===== config.mk =====
export PLATFORM = sky130hd
export DESIGN_NAME = datapath_unit
export DESIGN_NICKNAME = d
export VERILOG_FILES = /design/src/rtl/datapath_unit.sv
export SDC_FILE = /design/constraint.sdc
export NUM_CORES = 1
export LEC_CHECK = 0
export CELL_PAD_IN_SITES_DETAIL_PLACEMENT = 0
export CELL_PAD_IN_SITES_GLOBAL_PLACEMENT = 1
export CORE_MARGIN = 5
export CORE_UTILIZATION = 35
export DETAILED_ROUTE_END_ITERATION = 16
export PLACE_DENSITY_LB_ADDON = 0.1
export SLEW_MARGIN = 20
export SYNTH_ARGS = -nofsm -noshare
export SYNTH_HDL_FRONTEND = slang
export SYNTH_SLANG_ARGS = --single-unit

===== constraint.sdc =====
create_clock -name clk -period 24 [get_ports clk]
set_input_delay 4.8 -clock clk [delete_from_list [all_inputs] [get_ports clk]]
set_output_delay 4.8 -clock clk [all_outputs]
set_load 0.05 [all_outputs]

===== src/rtl/datapath_unit.sv =====
// Datapath unit: ALU with a registered result and flags, plus a 32-word data
// memory with a registered read port. The registered ALU result is the memory
// address. result2 selects between the ALU register and the memory read register.
module datapath_unit #(
    parameter int DATA_WIDTH = 8,
    parameter int ADDR_BITS  = 5
) (
    input  logic                  clk,
    input  logic                  rst,
    input  logic [DATA_WIDTH-1:0] operand1,
    input  logic [DATA_WIDTH-1:0] operand2,
    input  logic [DATA_WIDTH-1:0] offset,
    input  logic [3:0]            opcode,
    input  logic                  sel1,
    input  logic                  sel3,
    input  logic                  w_r,
    output logic [DATA_WIDTH-1:0] result2,
    output logic                  zero,
    output logic                  carry
);

    localparam int DEPTH = 2 ** ADDR_BITS;

    localparam logic [3:0] OP_ADD   = 4'b0000;
    localparam logic [3:0] OP_SUB   = 4'b0001;
    localparam logic [3:0] OP_AND   = 4'b0010;
    localparam logic [3:0] OP_OR    = 4'b0011;
    localparam logic [3:0] OP_XOR   = 4'b0100;
    localparam logic [3:0] OP_NOT   = 4'b0101;
    localparam logic [3:0] OP_SHL   = 4'b0110;
    localparam logic [3:0] OP_SHR   = 4'b0111;
    localparam logic [3:0] OP_PASSA = 4'b1000;
    localparam logic [3:0] OP_PASSB = 4'b1001;
    localparam logic [3:0] OP_NOP   = 4'b1111;

    logic [DATA_WIDTH-1:0] b_operand;
    logic [3:0]            alu_op;
    logic                  alu_hold;
    logic [DATA_WIDTH:0]   wide_sum;
    logic [DATA_WIDTH:0]   wide_diff;
    logic [DATA_WIDTH-1:0] alu_result_next;
    logic                  alu_carry_next;

    logic [DATA_WIDTH-1:0] alu_q_reg;
    logic                  zero_reg;
    logic                  carry_reg;
    logic [DATA_WIDTH-1:0] mem_q_reg;
    logic [ADDR_BITS-1:0]  mem_addr;
    logic [DATA_WIDTH-1:0] mem_words [DEPTH];

    // Address-generation mode swaps in the displacement and forces an add,
    // which also overrides NOP so the address register always advances.
    assign b_operand = sel3 ? offset : operand2;
    assign alu_op    = sel3 ? OP_ADD : opcode;
    assign alu_hold  = (alu_op == OP_NOP);

    // One extra bit on each side gives the carry-out of ADD and the borrow of SUB.
    assign wide_sum  = {1'b0, operand1} + {1'b0, b_operand};
    assign wide_diff = {1'b0, operand1} - {1'b0, b_operand};

    // ALU result and carry for the effective operation; unlisted codes yield 0.
    always_comb begin
        alu_result_next = '0;
        alu_carry_next  = 1'b0;
        case (alu_op)
            OP_ADD:   {alu_carry_next, alu_result_next} = wide_sum;
            OP_SUB:   {alu_carry_next, alu_result_next} = wide_diff;
            OP_AND:   alu_result_next = operand1 & b_operand;
            OP_OR:    alu_result_next = operand1 | b_operand;
            OP_XOR:   alu_result_next = operand1 ^ b_operand;
            OP_NOT:   alu_result_next = ~operand1;
            OP_SHL: begin
                alu_result_next = {operand1[DATA_WIDTH-2:0], 1'b0};
                alu_carry_next  = operand1[DATA_WIDTH-1];
            end
            OP_SHR: begin
                alu_result_next = {1'b0, operand1[DATA_WIDTH-1:1]};
                alu_carry_next  = operand1[0];
            end
            OP_PASSA: alu_result_next = operand1;
            OP_PASSB: alu_result_next = b_operand;
            default:  alu_result_next = '0;
        endcase
    end

    // ALU result register and flags; all three hold together on NOP.
    always_ff @(posedge clk or posedge rst) begin
        if (rst) begin
            alu_q_reg <= '0;
            zero_reg  <= 1'b0;
            carry_reg <= 1'b0;
        end else if (!alu_hold) begin
            alu_q_reg <= alu_result_next;
            zero_reg  <= (alu_result_next == '0);
            carry_reg <= alu_carry_next;
        end
    end

    // Upper bits of the ALU register are ignored, so addresses wrap.
    assign mem_addr = alu_q_reg[ADDR_BITS-1:0];

    // Each word is its own register so reset can preload it with its index.
    genvar gi;
    generate
        for (gi = 0; gi < DEPTH; gi++) begin : g_word
            localparam logic [DATA_WIDTH-1:0] INIT_VALUE = DATA_WIDTH'(gi);
            localparam logic [ADDR_BITS-1:0]  WORD_ADDR  = ADDR_BITS'(gi);

            logic [DATA_WIDTH-1:0] word_reg;

            // Write operand2 when this word is addressed and w_r is high.
            always_ff @(posedge clk or posedge rst) begin
                if (rst) begin
                    word_reg <= INIT_VALUE;
                end else if (w_r && (mem_addr == WORD_ADDR)) begin
                    word_reg <= operand2;
                end
            end

            assign mem_words[gi] = word_reg;
        end
    endgenerate

    // Registered read samples the pre-edge word, giving read-before-write.
    always_ff @(posedge clk or posedge rst) begin
        if (rst) begin
            mem_q_reg <= '0;
        end else begin
            mem_q_reg <= mem_words[mem_addr];
        end
    end

    assign result2 = sel1 ? alu_q_reg : mem_q_reg;
    assign zero    = zero_reg;
    assign carry   = carry_reg;

endmodule

==> metrics.cfg, run 1 <==
[run_status]
status=finished clean

[timing]
setup_tns_ns=0
fin_skew_ns=0.0111
finalSetupViolCount=0
period_minus_slack_ns=11.68
fmax_ghz=0.0856
slew_headroom=0.329
worst_pin_slew_ns=1.00
final.period_utilization=0.487
hold_viol_final=0
maxSlewViolCount=0
layout_setup_ws_ns=12.32
grt_setup_unrepaired=no

[power]
clock_power_share=0.265
switchingPower_w=0.000484
seqPwrFrac=0.448
sw_frac_of_total=0.278
p_leak_nw=6.72
p_comb_frac=0.287
peakVddDrop_uv=57.6
power.density_nw_per_um2=109
p_int_w=0.00126

[synthesis]
yosysWarnings=0
syn_inst=980
synth-seq-cells=274
synth_edf_count=0
synth_flop_cell=dfrtp_1
ys_types=62
synthesis.area_sq_um=14000
syn_avg_cell_area_sq_um=14.3
yosysSeqAreaShare=0.497
synth_nets=1044
async_flop_share=1.00

[floorplan]
core_area_sq_um=39600
fp.dieArea_sq_um=44100
initial_utilization=0.353
rows=73
die_y_microns=210
die-width_microns=210
pin_count=43

[cells_and_area]
syn_to_final_growth_pct=13.8
layout_common_cells=273 x mux2_2, 192 x dfrtp_1, 80 x mux4_2, 80 x dfstp_2, 42 x clkdlybuf4s50_1
largest_register_ffs=256
fillCellCount=3794
drive_gt1_frac=0.493
antenna_cells=0
final_common_cell=mux2_2
nets=1068

[global_routing]
grt_first_pass_wirelength_mm=57.8
antenna_found_initial=0
grt_pass1_vias=8777
grt_use_total=0.171
grt_max_degree=152
grt_overflow=0

[drt]
drc=0
drt-pass1-iter-count=5
wl_per_cell_microns=24.1
vias=8275
wirelength_mm=37.4
avgViaCountPerCell=5.33
antenna_left=0
drt_iter0_drc=441

[place]
dp_slack_ns=12.24
port_buffers=42
place_congestion=0.800
dp_hpwl_mm=23.6

[setup_path]
endpoint_kind=output port
ff2ff_path_depth=5
crit_type=in2out
required_ns=19.20
critPathArrivalTime_ns=6.88
worstPathMaxFanout=8
crit_path_start_kind=primary input

[clock_tree]
htree_levels=1
cts_setup_buffers=0
root_buffer=clkbuf_16
cts_repair_resize_count=0
tritoncts=built
cts_hold_buffers=0
path_clk_slew_ns=0.05
cts_buffers=31
cts.sinks=274
clkLatencyLatePin_ns=0.56
clk_path_buf_depth=3

[worst_hold_path]
worstHoldPathCells=2
min_path_type=reg2reg

[run]
cap_violations=0

-- layer usage --
metal,routed length [microns],global-route usage,vias to the layer above
met5,0,0,-
met4,590,0.0342,0
met3,1320,0.0234,41
met2,17500,0.271,126
met1,18000,0.253,4403
li1,-,-,3705
-- power groups by stage --
| stage | Sequential, W | Clock [W] | Combinational, W |
|---|---|---|---|
| after global placement | 0.000787 | 0 | 0.000504 |
| after CTS | 0.000782 | 0.000480 | 0.000512 |
| after global routing | 0.000806 | 0.000496 | 0.000544 |
| after floorplan | 0.000752 | 0 | 0.000393 |
| after detailed placement | 0.000789 | 0 | 0.000512 |
| final | 0.000782 | 0.000462 | 0.000501 |
-- worst paths after layout --
path,startpoint,to,slack (ns)
min in group asynchronous,rst,g_word[1].word_reg[1],4.83
setup reg to reg,alu_q_reg[3],g_word[25].word_reg[5],20.90
max in group asynchronous,rst,mem_q_reg[4],17.82
hold reg to reg,alu_q_reg[6],alu_q_reg[6],0.48
setup / recovery,sel1,result2[3],12.32
hold / removal,alu_q_reg[6],alu_q_reg[6],0.48
-- worst max-delay path, cell delays in order --
cell and delay (ns):
clkdlybuf4s50_1 0.96, mux2_2 0.41, clkdlybuf4s50_1 0.70
-- metrics by stage --
step / total power, W / cell area (sq um) / hold WS [ns] / cells / utilization
finish: 0.00174 / 15900 / 0.484 / 1552 / 0.402
global route: 0.00185 / 15900 / 0.511 / 1552 / 0.402
CTS: 0.00177 / 15900 / 0.487 / 1552 / 0.402
detailed placement: 0.00130 / 15000 / 0.472 / 1496 / 0.377
global placement: 0.00129 / 15000 / 0.478 / 1496 / 0.377
floorplan: 0.00114 / 14000 / 0.440 / 980 / -
-- area by class of cell --
class	instances	area [sq um]	share of cell area
Tap cell	525	657	0.0412
Clock inverter	8	92.6	0.00581
Clock buffer	48	900	0.0564
Inverter	25	101	0.00635
Sequential cell	274	6960	0.437
Timing Repair Buffer	58	553	0.0347
Multi-Input combinational cell	614	6680	0.419
-- Yosys cell counts, drive strengths merged, types with 6 or more instances --
cell / n / area, sq um
mux2i: 8 / 80.1
a21oi: 15 / 75.1
mux4: 80 / 1800
o21ai: 10 / 50.1
nand2b: 6 / 37.5
nand3: 15 / 75.1
and3: 9 / 56.3
nor3b: 6 / 45.0
clkbuf: 45 / 169
mux2: 273 / 3070
nand2: 34 / 128
dfstp: 80 / 2100
dfrtp: 194 / 4850
ha: 29 / 363
nor2: 31 / 119
buf: 22 / 109
inv: 25 / 93.8
nor3: 15 / 80.1
-- kinds of logic (layout without fill, tap and decap cells) --
logic type	count (synthesis)	in the layout	synth area share
mux	361	361	0.354
flops	274	274	0.497
simple gates	146	146	0.0544
buf+inv	92	139	0.0265
compound gates	69	69	0.0356
fa+ha+maj	31	31	0.0288
xor+xnor	7	7	0.00438
(Power assumes the default switching activity.)
==> run 2: changes to the inputs <==
==> constraint.sdc (replaced) <==
create_clock -name clk -period 10.7 [get_ports clk]
set_input_delay 2.14 -clock clk [delete_from_list [all_inputs] [get_ports clk]]
set_output_delay 2.14 -clock clk [all_outputs]
set_load 0.05 [all_outputs]
==> run 2 against run 1 <==
Net effect:
- design area rose by 0.64%
- sequential share of layout area down 0.28 points
- combinational power increased by 130%
- clock power is 140% higher
- die area is the same
- first-iteration DRC count is 14% lower
- count of clock-buffer cells in the layout increased by 6
- total power is 130% higher
- highest routed layer unchanged
==> metrics.cfg, run 2 (same netlist as run 1, synthesis figures left out) <==
[run_status]
status=finished clean

[global_routing]
grt_use_total=0.176  ; +0.00518
grt_max_degree=93  ; -39%
grt_pass1_vias=8832  ; +0.63%
grt_overflow=0  ; unchanged
grt_first_pass_wirelength_mm=58.8  ; +1.8%
antenna_found_initial=0  ; unchanged

[drt]
wl_met3_mm=1.47  ; +12%
top_layer=met4
wl_per_cell_microns=24.5  ; +1.8%
wl_met2_mm=18.6  ; +6.2%
drt_iter0_drc=380  ; -14%
drt-pass1-iter-count=4  ; -1
vias=8393  ; +1.4%
met1Wirelength_mm=17.6  ; -1.9%
wirelength_mm=38.2  ; +2.3%
avgViaCountPerCell=5.38  ; +0.84%
antenna_left=0  ; unchanged
drc=0  ; unchanged

[floorplan]
die-width_microns=210  ; unchanged
pin_count=43  ; unchanged
initial_utilization=0.353  ; unchanged
rows=73  ; unchanged
fp.dieArea_sq_um=44100  ; unchanged
core_area_sq_um=39600  ; unchanged
die_y_microns=210  ; unchanged

[setup_path]
critPathTopFamily=buffers and inverters
crit_path_start_kind=primary input
crit_buf_inv=2  ; unchanged
worstPathMaxFanout=8  ; unchanged
crit_type=in2out
endpoint_kind=output port
slowest_delay_ns=0.99  ; +0.03 ns
worst_path_most_repeated_cell=clkdlybuf4s50_1
cp_slowest_cell=clkdlybuf4s50_1
critPathArrivalTime_ns=4.25  ; -2.63 ns
required_ns=8.56  ; -10.64 ns
crit_chain=clkdlybuf4s50_1 > mux2_2 > clkdlybuf4s50_1

[cells_and_area]
largest_register_ffs=256  ; unchanged
final_common_cell=mux2_2
nets=1073  ; +0.47%
syn_to_final_growth_pct=14.6
fillCellCount=3776  ; -0.47%
drive_gt1_frac=0.496  ; +0.00295
layout_common_cells=273 x mux2_2, 192 x dfrtp_1, 80 x mux4_2, 80 x dfstp_2, 42 x clkdlybuf4s50_1

[clock_tree]
htree_levels=2  ; +1
path_clk_slew_ns=0.05  ; about the same
clk_path_buf_depth=3  ; unchanged
cts.sinks=274  ; unchanged
tritoncts=built
cts_hold_buffers=0  ; unchanged
root_buffer=clkbuf_16
cts_repair_resize_count=0  ; unchanged
cts_buffers=34  ; +9.7%
cts_setup_buffers=0  ; unchanged
clkLatencyLatePin_ns=0.54  ; -0.02 ns

[timing]
maxSlewViolCount=0  ; unchanged
hold_viol_final=0  ; unchanged
period_minus_slack_ns=6.39
worst_pin_slew_ns=1.07  ; +0.0658 ns
grt_setup_unrepaired=no
finalSetupViolCount=0  ; unchanged
fmax_ghz=0.156
fin_skew_ns=0.0245  ; +0.0134 ns
setup_tns_ns=0  ; unchanged
final.period_utilization=0.597
slew_headroom=0.285  ; -0.0440

[power]
power.density_nw_per_um2=249  ; +130%
p_total_w=0.00400  ; +130%
peakVddDrop_uv=108  ; +88%
p_leak_nw=6.77  ; +0.82%

[place]
place_congestion=0.770  ; -3.8%
dp_hpwl_mm=24.2  ; +2.5%
port_buffers=42  ; unchanged

[run]
cap_violations=0  ; unchanged

[worst_hold_path]
min_path_type=reg2reg

run 2: path summary, 6_finish.rpt:
path                              startpoint                endpoint  slack, ns  cells after the start
worst max-delay path                    sel1              result2[4]       4.31                      3
worst min-delay path            alu_q_reg[5]            alu_q_reg[5]       0.47                      1
worst max register to register  alu_q_reg[0]            mem_q_reg[1]       7.13                      5
worst min register to register  alu_q_reg[5]            alu_q_reg[5]       0.47                      1
max in group asynchronous                rst  g_word[13].word_reg[1]       6.50                      4
min in group asynchronous                rst   g_word[1].word_reg[1]       2.11                      2
run 2: metal layers:
| layer | global-route usage | vias to the layer above |
|---|---|---|
| met5 | 0 | - |
| met4 | 0.0398 | 0 |
| met3 | 0.0284 | 39 |
| met2 | 0.286 | 145 |
| met1 | 0.251 | 4487 |
| li1 | - | 3722 |
run 2: cell type report:
type	count	area, sq um	share of cell area
flip-flops and latches	274	6960	0.434
repair buffers	60	556	0.0346
clock buffers	54	1010	0.0627
inverters	25	101	0.00631
well taps	525	657	0.0409
diodes	1	2.50	0.000156
clock inverters	8	83.8	0.00522
multi-input cells	614	6680	0.416
run 2: report_power, final:
part / internal [W] / total (W) / switching [W]
clock network: 0.000672 / 0.00112 / 0.000449
registers: 0.00154 / 0.00175 / 0.000204
logic: 0.000662 / 0.00113 / 0.000470
total: 0.00288 / 0.00400 / 0.00112
run 2: per-stage QoR:
stage	hold WS, ns	area [sq um]	worst slack [ns]	std cells	util
after floorplan	0.440	14000	1.14	980	-
after global placement	0.472	15000	4.25	1498	0.377
after detailed placement	0.468	15000	4.26	1498	0.377
after CTS	0.480	16000	4.25	1560	0.405
after global routing	0.508	16000	4.23	1560	0.405
final	0.473	16100	4.31	1561	0.405
==> run 3: changes to the inputs <==
==> constraint.sdc (replaced) <==
create_clock -name clk -period 5.8 [get_ports clk]
set_input_delay 1.16 -clock clk [delete_from_list [all_inputs] [get_ports clk]]
set_output_delay 1.16 -clock clk [all_outputs]
set_load 0.05 [all_outputs]
==> run 3 against run 2 <==
Net effect:
- combinational power grew 83%
- sequential power grew 86%
- register-to-register slack lost 4.8 ns
- count of clock-buffer cells in the layout shrank 1
- worst hold slack gained 0.0071 ns
- critical endpoint is now result2[3]
==> metrics.cfg, run 3 (same netlist as run 1, synthesis figures left out) <==
[run_status]
status=finished clean

[worst_hold_path]
min_path_type=reg2reg

[timing]
finalSetupViolCount=0  ; unchanged
fin_skew_ns=0.0245  ; +0.00000230 ns
period_minus_slack_ns=4.39
fmax_ghz=0.228
grt_setup_unrepaired=no
setup_tns_ns=0  ; unchanged
hold_viol_final=0  ; unchanged
maxSlewViolCount=0  ; unchanged
worst_pin_slew_ns=1.02  ; -0.0503 ns
final.period_utilization=0.758
slew_headroom=0.319  ; +0.0337

[place]
place_congestion=0.810  ; +5.2%
dp_hpwl_mm=24.6  ; +1.6%
placed_cell_area_sq_um=15000  ; about the same
port_buffers=42  ; unchanged
dp.cells=1496  ; -0.13%

[setup_path]
cp_slowest_cell=clkdlybuf4s50_1
slowest_delay_ns=0.95  ; -0.04 ns
critPathArrivalTime_ns=3.23  ; -1.02 ns
required_ns=4.64  ; -3.92 ns
crit_type=in2out
worst_path_most_repeated_cell=clkdlybuf4s50_1
crit_path_start_kind=primary input
crit_chain=clkdlybuf4s50_1 > mux2_2 > clkdlybuf4s50_1
crit_buf_inv=2  ; unchanged
endpoint_kind=output port
critPathTopFamily=buffers and inverters
worstPathMaxFanout=8  ; unchanged

[drt]
drt_iter0_drc=408  ; +7.4%
drt-pass1-iter-count=5  ; +1
vias=8363  ; -0.36%
drc=0  ; unchanged
antenna_left=0  ; unchanged
avgViaCountPerCell=5.36  ; -0.36%
wl_per_cell_microns=24.5  ; about the same
wirelength_mm=38.3  ; about the same

[global_routing]
grt_first_pass_wirelength_mm=59.0  ; +0.26%
grt_overflow=0  ; unchanged
antenna_found_initial=1  ; +1
grt_pass1_vias=8981  ; +1.7%
grt_use_total=0.177  ; +0.000700
grt_max_degree=164  ; +76%

[run]
cap_violations=0  ; unchanged

[cells_and_area]
nets=1072  ; -0.093%
instances_no_fill=1561  ; unchanged
syn_to_final_growth_pct=15.0
largest_register_ffs=256  ; unchanged
drive_gt1_frac=0.497  ; +0.000966
final_area_sq_um=16100  ; +0.40%
final_common_cell=mux2_2
layout_common_cells=273 x mux2_2, 192 x dfrtp_1, 80 x mux4_2, 80 x dfstp_2, 42 x clkdlybuf4s50_1

[floorplan]
initial_utilization=0.353  ; unchanged
die-width_microns=210  ; unchanged
pin_count=43  ; unchanged
fp.dieArea_sq_um=44100  ; unchanged
core_area_sq_um=39600  ; unchanged
die_y_microns=210  ; unchanged
rows=73  ; unchanged

[power]
peakVddDrop_uv=297  ; +170%
p_leak_nw=6.79  ; +0.30%
power.density_nw_per_um2=462  ; +85%

[clock_tree]
root_buffer=clkbuf_16
cts_repair_resize_count=0  ; unchanged
path_clk_slew_ns=0.05  ; about the same
htree_levels=2  ; unchanged
cts_buffers=35  ; +2.9%
cts_setup_buffers=0  ; unchanged
cts_hold_buffers=0  ; unchanged
clk_path_buf_depth=3  ; unchanged
tritoncts=built
cts.sinks=274  ; unchanged
clkLatencyLatePin_ns=0.54  ; about the same

## run 3: changes by cell type in the layout (fill, tap and decap cells not counted), sizes merged
cell,previous run,this run
clkbuf,54,53
buf,18,16
clkinvlp,0,2
clkinv,5,7
bufinv,1,2
inv,27,25
## run 3: stage by stage
stage | util | worst slack [ns] | hold slack [ns] | power [W]
5_1_grt | 0.406 | 1.34 | 0.493 | 0.00787
6_report | 0.407 | 1.41 | 0.481 | 0.00745
3_5_place_dp | 0.378 | 1.23 | 0.468 | 0.00539
4_1_cts | 0.406 | 1.33 | 0.482 | 0.00758
3_3_place_gp | 0.378 | 1.28 | 0.471 | 0.00535
2_1_floorplan | - | 1.08 | 0.440 | 0.00474
## run 3: power breakdown
part           switching, W  leakage [nW]  internal [W]
Clock              0.000819         0.563       0.00131
Sequential         0.000400          3.31       0.00285
Combinational      0.000845          2.92       0.00122
## run 3: routing by layer
metal | global-route usage | up-vias | wire length (microns)
met5 | 0 | - | 0
met4 | 0.0394 | 0 | 647
met3 | 0.0329 | 41 | 1320
met2 | 0.288 | 118 | 18500
met1 | 0.247 | 4478 | 17800
li1 | - | 3726 | -
## run 3: worst paths after layout
check,from,to,slack (ns),cells past startpoint
setup / recovery,sel1,result2[3],1.41,3
hold / removal,alu_q_reg[5],alu_q_reg[5],0.48,1
setup reg to reg,alu_q_reg[0],g_word[27].word_reg[7],2.32,4
hold reg to reg,alu_q_reg[5],alu_q_reg[5],0.48,1
max in group asynchronous,rst,g_word[20].word_reg[5],3.81,3
min in group asynchronous,rst,g_word[3].word_reg[4],1.14,3
## run 3: final cells by class
cell class	count	area, sq um
Antenna cell	1	2.50
Clock buffer	53	1020
Clock inverter	11	123
Fill cell	3755	23500
Inverter	25	97.6
Multi-Input combinational cell	614	6680
Sequential cell	274	6960
Tap cell	525	657
Timing Repair Buffer	58	566
